## src/rtl/l2_sched_pkg.sv

```systemverilog
// Shared types and default geometry for the L2 miss scheduler slice.
package l2_sched_pkg;

    localparam int unsigned DEF_ADDR_W     = 32;
    localparam int unsigned DEF_LINE_W     = 256;
    localparam int unsigned DEF_OFFSET_W   = 5;
    localparam int unsigned DEF_WB_MAX_AGE = 16;
    localparam int unsigned TAG_W          = DEF_ADDR_W - DEF_OFFSET_W;

    typedef logic [DEF_LINE_W-1:0] line_t;

    typedef enum logic [2:0] {
        IDLE    = 3'd0,
        GRANT_I = 3'd1,
        GRANT_D = 3'd2,
        DRAIN   = 3'd3,
        RESP_I  = 3'd4,
        RESP_D  = 3'd5
    } sched_state_t;

endpackage

```

## src/rtl/wb_line_buffer.sv

```systemverilog
// One-line D-cache writeback buffer with a saturating age counter and
// line-address match outputs for both read ports.
module wb_line_buffer
    import l2_sched_pkg::*;
#(
    parameter int unsigned ADDR_W     = DEF_ADDR_W,
    parameter int unsigned LINE_W     = DEF_LINE_W,
    parameter int unsigned OFFSET_W   = DEF_OFFSET_W,
    parameter int unsigned WB_MAX_AGE = DEF_WB_MAX_AGE
) (
    input  logic              clk,
    input  logic              rst_n,
    input  logic              fill,
    input  logic [ADDR_W-1:0] fill_addr,
    input  logic [LINE_W-1:0] fill_data,
    input  logic              clear,
    input  logic [ADDR_W-1:0] i_addr,
    input  logic [ADDR_W-1:0] d_addr,
    output logic              wb_valid,
    output logic [ADDR_W-1:0] wb_addr,
    output logic [LINE_W-1:0] wb_data,
    output logic              aged,
    output logic              i_hit,
    output logic              d_hit
);

    localparam int unsigned AGE_W = $clog2(WB_MAX_AGE + 1);
    localparam logic [AGE_W-1:0] AGE_MAX = AGE_W'(WB_MAX_AGE);

    logic [AGE_W-1:0] wb_age;

    always_ff @(posedge clk or negedge rst_n) begin
        if (!rst_n) begin
            wb_valid <= 1'b0;
            wb_addr  <= '0;
            wb_data  <= '0;
            wb_age   <= '0;
        end else begin
            if (clear) begin
                wb_valid <= 1'b0;
            end else if (fill) begin
                wb_valid <= 1'b1;
                wb_addr  <= fill_addr;
                wb_data  <= fill_data;
            end
            // Age counts only cycles the line is actually held.
            if (clear || !wb_valid) begin
                wb_age <= '0;
            end else if (wb_age != AGE_MAX) begin
                wb_age <= wb_age + 1'b1;
            end
        end
    end

    assign aged  = wb_valid && (wb_age == AGE_MAX);
    assign i_hit = wb_valid && (i_addr[ADDR_W-1:OFFSET_W] == wb_addr[ADDR_W-1:OFFSET_W]);
    assign d_hit = wb_valid && (d_addr[ADDR_W-1:OFFSET_W] == wb_addr[ADDR_W-1:OFFSET_W]);

endmodule

```

## src/rtl/l2_miss_scheduler.sv

```systemverilog
// Schedules I-cache and D-cache line misses onto a single L2 port, with
// round-robin read arbitration and a one-line writeback buffer.
module l2_miss_scheduler
    import l2_sched_pkg::*;
#(
    parameter int unsigned ADDR_W     = DEF_ADDR_W,
    parameter int unsigned LINE_W     = DEF_LINE_W,
    parameter int unsigned OFFSET_W   = DEF_OFFSET_W,
    parameter int unsigned WB_MAX_AGE = DEF_WB_MAX_AGE
) (
    input  logic              clk,
    input  logic              rst_n,
    input  logic              i_read,
    input  logic [ADDR_W-1:0] i_addr,
    output logic [LINE_W-1:0] i_rdata,
    output logic              i_resp,
    input  logic              d_read,
    input  logic              d_write,
    input  logic [ADDR_W-1:0] d_addr,
    input  logic [LINE_W-1:0] d_wdata,
    output logic [LINE_W-1:0] d_rdata,
    output logic              d_resp,
    output logic              l2_read,
    output logic              l2_write,
    output logic [ADDR_W-1:0] l2_address,
    output logic [LINE_W-1:0] l2_wdata,
    input  logic [LINE_W-1:0] l2_rdata,
    input  logic              l2_resp
);

    sched_state_t      state;
    logic              rr;
    logic [LINE_W-1:0] rdata_q;

    logic              wb_valid;
    logic [ADDR_W-1:0] wb_addr;
    logic [LINE_W-1:0] wb_data;
    logic              aged;
    logic              i_hit;
    logic              d_hit;
    logic              fill;
    logic              clear;
    logic              both_rd;
    logic              pick_i;
    logic              pick_d;

    assign fill    = (state == IDLE) && !aged && d_write && !wb_valid;
    assign clear   = (state == DRAIN) && l2_resp;
    assign both_rd = i_read && d_read;
    assign pick_i  = both_rd ? !rr : i_read;
    assign pick_d  = both_rd ? rr : (d_read && !i_read);

    wb_line_buffer #(
        .ADDR_W     (ADDR_W),
        .LINE_W     (LINE_W),
        .OFFSET_W   (OFFSET_W),
        .WB_MAX_AGE (WB_MAX_AGE)
    ) u_wb (
        .clk       (clk),
        .rst_n     (rst_n),
        .fill      (fill),
        .fill_addr (d_addr),
        .fill_data (d_wdata),
        .clear     (clear),
        .i_addr    (i_addr),
        .d_addr    (d_addr),
        .wb_valid  (wb_valid),
        .wb_addr   (wb_addr),
        .wb_data   (wb_data),
        .aged      (aged),
        .i_hit     (i_hit),
        .d_hit     (d_hit)
    );

    always_ff @(posedge clk or negedge rst_n) begin
        if (!rst_n) begin
            state   <= IDLE;
            rr      <= 1'b0;
            rdata_q <= '0;
        end else begin
            case (state)
                IDLE: begin
                    if (aged) begin
                        state <= DRAIN;
                    end else if (fill) begin
                        state <= RESP_D;
                    end else if (i_read || d_read) begin
                        // On contention the loser gets priority next time.
                        if (both_rd) rr <= ~rr;
                        if (pick_i) begin
                            if (i_hit) begin
                                rdata_q <= wb_data;
                                state   <= RESP_I;
                            end else begin
                                state   <= GRANT_I;
                            end
                        end else if (pick_d) begin
                            if (d_hit) begin
                                rdata_q <= wb_data;
                                state   <= RESP_D;
                            end else begin
                                state   <= GRANT_D;
                            end
                        end
                    end else if (wb_valid) begin
                        state <= DRAIN;
                    end
                end
                GRANT_I: begin
                    if (l2_resp) begin
                        rdata_q <= l2_rdata;
                        state   <= RESP_I;
                    end
                end
                GRANT_D: begin
                    if (l2_resp) begin
                        rdata_q <= l2_rdata;
                        state   <= RESP_D;
                    end
                end
                DRAIN: begin
                    if (l2_resp) state <= IDLE;
                end
                RESP_I:  state <= IDLE;
                RESP_D:  state <= IDLE;
                default: state <= IDLE;
            endcase
        end
    end

    assign l2_read  = (state == GRANT_I) || (state == GRANT_D);
    assign l2_write = (state == DRAIN);
    assign l2_wdata = (state == DRAIN) ? wb_data : '0;
    assign i_resp   = (state == RESP_I);
    assign d_resp   = (state == RESP_D);
    assign i_rdata  = rdata_q;
    assign d_rdata  = rdata_q;

    always_comb begin
        l2_address = '0;
        case (state)
            GRANT_I: l2_address = i_addr;
            GRANT_D: l2_address = d_addr;
            DRAIN:   l2_address = wb_addr;
            default: l2_address = '0;
        endcase
    end

endmodule

```

## config.mk

```make
export PLATFORM = sky130hd
export DESIGN_NAME = l2_miss_scheduler
export DESIGN_NICKNAME = d
export VERILOG_FILES = /design/src/rtl/l2_sched_pkg.sv /design/src/rtl/wb_line_buffer.sv /design/src/rtl/l2_miss_scheduler.sv
export SDC_FILE = /design/constraint.sdc
export NUM_CORES = 1
export LEC_CHECK = 0
export CAP_MARGIN = 20
export CORE_AREA = 5 5 535 537
export DETAILED_ROUTE_END_ITERATION = 8
export DIE_AREA = 0 0 540 542
export GPL_TIMING_DRIVEN = 0
export SETUP_SLACK_MARGIN = 0.5
export SYNTH_ARGS = -nofsm -noshare
export SYNTH_HDL_FRONTEND = slang
export SYNTH_SLANG_ARGS = --single-unit
```

## constraint.sdc

```tcl
create_clock -name clk -period 2.25 [get_ports clk]
set_input_delay 0.45 -clock clk [delete_from_list [all_inputs] [get_ports clk]]
set_output_delay 0.45 -clock clk [all_outputs]
set_load 0.01 [all_outputs]
```

==> impl_metrics.py <==
metrics = {
    "status": {
        "status": "complete, but fails checks",
        "violations": "negative hold slack, negative setup slack",
    },
    "global_routing": {
        "gr-total-overflow": 0,
        "grt_pass1_wl_um": 306000,
        "antenna_found_initial": 107,
        "grt.total_usage_pct": 15.8,
        "grt_pass1_vias": 29500,
        "grt_max_degree": 104,
    },
    "yosys": {
        "ys.flop_type": "dfrtp_1",
        "ys_async_sr_fraction_pct": 100,
        "ys_warn_count": 0,
        "avgSynthCellArea_um2": 10.2,
        "synth_top_family_by_area": "multiplexers",
        "ys_seq_area_share_pct": 47.9,
        "ys_ff_latch": 554,
        "synth_cells": 2851,
        "synthAdderAreaFrac_pct": 0.0864,
        "synth_edf_count": 0,
        "synth-simple-area-share_pct": 18.3,
        "synth.distinct_cells": 41,
        "syn-num-nets": 3435,
        "synth_xor_xnor_area_share_pct": 1.66,
        "synth_mux_area_share_pct": 21.2,
        "synth_compound_area_share_pct": 1.39,
        "syn_area_um2": 28900,
    },
    "clocking": {
        "cts-root-buf": "clkbuf_16",
        "cts_tree": "yes",
        "cts.htree.levels": 3,
        "clk_pin_slew_worst_paths_ps": 60,
        "clk_latency_ps": 780,
        "numCtsBuffers": 80,
        "cts_sinks": 554,
        "cts_buffer_depth": 4,
    },
    "timing": {
        "whs_ps": -348,
        "skew_ps": 47.0,
        "setup_tns_ps": -400620,
        "fin_crit_sh_pct": 139,
        "setup_viol": 998,
        "fin_crit_ps": 3130,
        "tightest_slew_ps": 820,
        "finalHoldViolCount": 79,
        "fin_ws_ps": -880,
        "rsz0062_at_grt": "true",
        "timing.fmax_mhz": 320,
        "max_slew_margin_pct": 45.4,
        "slew_violations": 0,
    },
    "setup_path": {
        "regToRegSetupSlack_ps": -740,
        "crit_path_start_kind": "flip-flop",
        "cp-end-kind": "output pin",
        "crit_type": "reg -> out",
        "r2r_start": "u_wb.wb_addr[8]$_DFFE_PN0P_",
        "critPathArrivalTime_ps": 2680,
        "crit_family": "buffers and inverters",
        "critPathRequiredTime_ps": 1800,
        "slowest_delay_ps": 390,
        "crit_path_max_fanout": 6,
        "crit_buf_inv": 8,
        "crit_path_top_delay_cell": "dfrtp_1",
        "path_cells": "buf_8 > clkinv_8 > and3_4 > clkbuf_16 > clkbuf_16 > clkbuf_16 > buf_6 > buf_6 > and2_4 > buf_6",
        "crit_start": "state[2]$_DFFE_PN0P_",
    },
    "routing": {
        "dr.pass1.iters": 5,
        "route.detailed.drc": 0,
        "vias": 28800,
        "viasPerCell": 3.45,
        "routedWlPerCell_um": 29.7,
        "wirelength_um": 248000,
        "antenna_left": 0,
        "first_iter_violations": 1704,
    },
    "floorplanning": {
        "pin_count": 1386,
        "fp-row-count": 195,
        "initial_utilization_pct": 10.3,
        "fp.dieArea_um2": 293000,
        "die_y_um": 542,
        "die_w_um": 540,
        "fp.coreArea_um2": 281000,
    },
    "power": {
        "p_leak_nw": 25.3,
        "finalPower_mw": 92.1,
        "ir_drop_uv": 852,
        "p_per_area_nw_per_um2": 1620,
    },
    "placement": {
        "dpl.hpwl_um": 203000,
        "dpl_cell_area_um2": 48700,
        "portBuffers": 1385,
        "gp_congestion": 0.953,
    },
    "final_layout": {
        "final_common_cell": "clkdlybuf4s50_1",
        "fin_area_um2": 57000,
        "fin_nets": 5129,
        "syn_to_final_growth_pct": 96.9,
        "mostFrequentLayoutCells": "clkdlybuf4s50_1 (1095), nand2_1 (844), dfrtp_1 (551)",
        "fillers": 30600,
        "register_area_um2": 13900,
        "multi_input_area_um2": 14100,
        "final_layout_size_suffix_gt1_share_pct": 39.8,
    },
    "run": {
        "maxCapViolations": 0,
    },
    "worst_hold_path": {
        "hold_path.class": "in -> async",
    },
}
path summary, 6_finish.rpt:
kind,to,cells after the start
max in group asynchronous,u_wb.wb_data[245]$_DFFE_PN0P_,3
min in group clk,u_wb.wb_data[7]$_DFFE_PN0P_,3
setup reg to reg,d_rdata[16]$_DFFE_PN0P_,12
hold reg to reg,u_wb.wb_addr[1]$_DFFE_PN0P_,2
hold / removal,u_wb.wb_data[124]$_DFFE_PN0P_,1
setup / recovery,l2_wdata[160],10
final cells by class:
class / count / area share, %
buffer: 423 / 7.34
clock inverter: 26 / 0.558
sequential: 554 / 24.3
multi-input combinational: 1866 / 24.7
inverter: 8 / 0.0746
tap: 3743 / 8.22
clock buffer: 103 / 3.84
antenna: 28 / 0.123
timing repair buffer: 1612 / 30.8
cell families (layout without fill, tap and decap cells):
kind of cell               after synthesis  after routing
and+or+nand+nor                       1211           1211
DFF                                    554            554
muxes                                  545            545
buffers and inverters                  431           2172
xor gates and xnor gates                55             55
AOI/OAI and AO/OA                       53             53
adders and majority gates                2              2
other                                    0             28
layer usage:
metal	track usage, %	wire (µm)	vias to the layer above
li1	-	-	12500
met1	17.4	90500	14300
met2	26.7	116000	1516
met3	6.48	25600	411
met4	6.99	14900	90
met5	0	770	-
Yosys cell counts, types with 8 or more instances:
| library cell | instances | share of area, % |
|---|---|---|
| a22oi_1 | 32 | 0.83 |
| and2_1 | 258 | 5.6 |
| buf_4 | 263 | 6.8 |
| buf_6 | 20 | 0.78 |
| clkbuf_1 | 133 | 1.7 |
| dfrtp_1 | 554 | 48 |
| inv_1 | 8 | 0.10 |
| mux2_1 | 240 | 9.3 |
| mux2_2 | 302 | 12 |
| nand2_1 | 872 | 11 |
| nand4_1 | 13 | 0.28 |
| nor2_1 | 47 | 0.61 |
| o21ai_0 | 8 | 0.14 |
| xnor2_1 | 48 | 1.5 |
sequential cells by signal, summed over array words and instances, names as in the netlist:
register	cells
u_wb.wb_age	5
state	3
rr	1
u_wb.wb_data	256
u_wb.wb_valid	1
d_rdata	256
u_wb.wb_addr	32
timing repair:
item                                     CTS  global route
resized for setup                       1109          1364
pin swaps                                 31            41
setup buffers                             70            85
cloned                                    22            36
endpoints found under the setup margin  1353          1353
hold endpoints to repair                  79            79
where the power goes:
part           internal (mW)  switching (mW)  leakage [nW]
Sequential              14.9            7.26          6.87
Clock                   7.51            5.21          1.23
Combinational           32.4            24.9          17.2
Total                   54.8            37.4          25.3
stage by stage:
stage / instances / worst slack (ps) / utilization (%)
2_1_floorplan: 2851 / -134 / -
3_3_place_gp: 7979 / -27580 / 17.2
3_5_place_dp: 7993 / -2260 / 17.3
4_1_cts: 8214 / -1020 / 19.0
5_1_grt: 8347 / -991 / 20.3
6_report: 8363 / -880 / 20.3
Power figures use the tool's default switching activity.
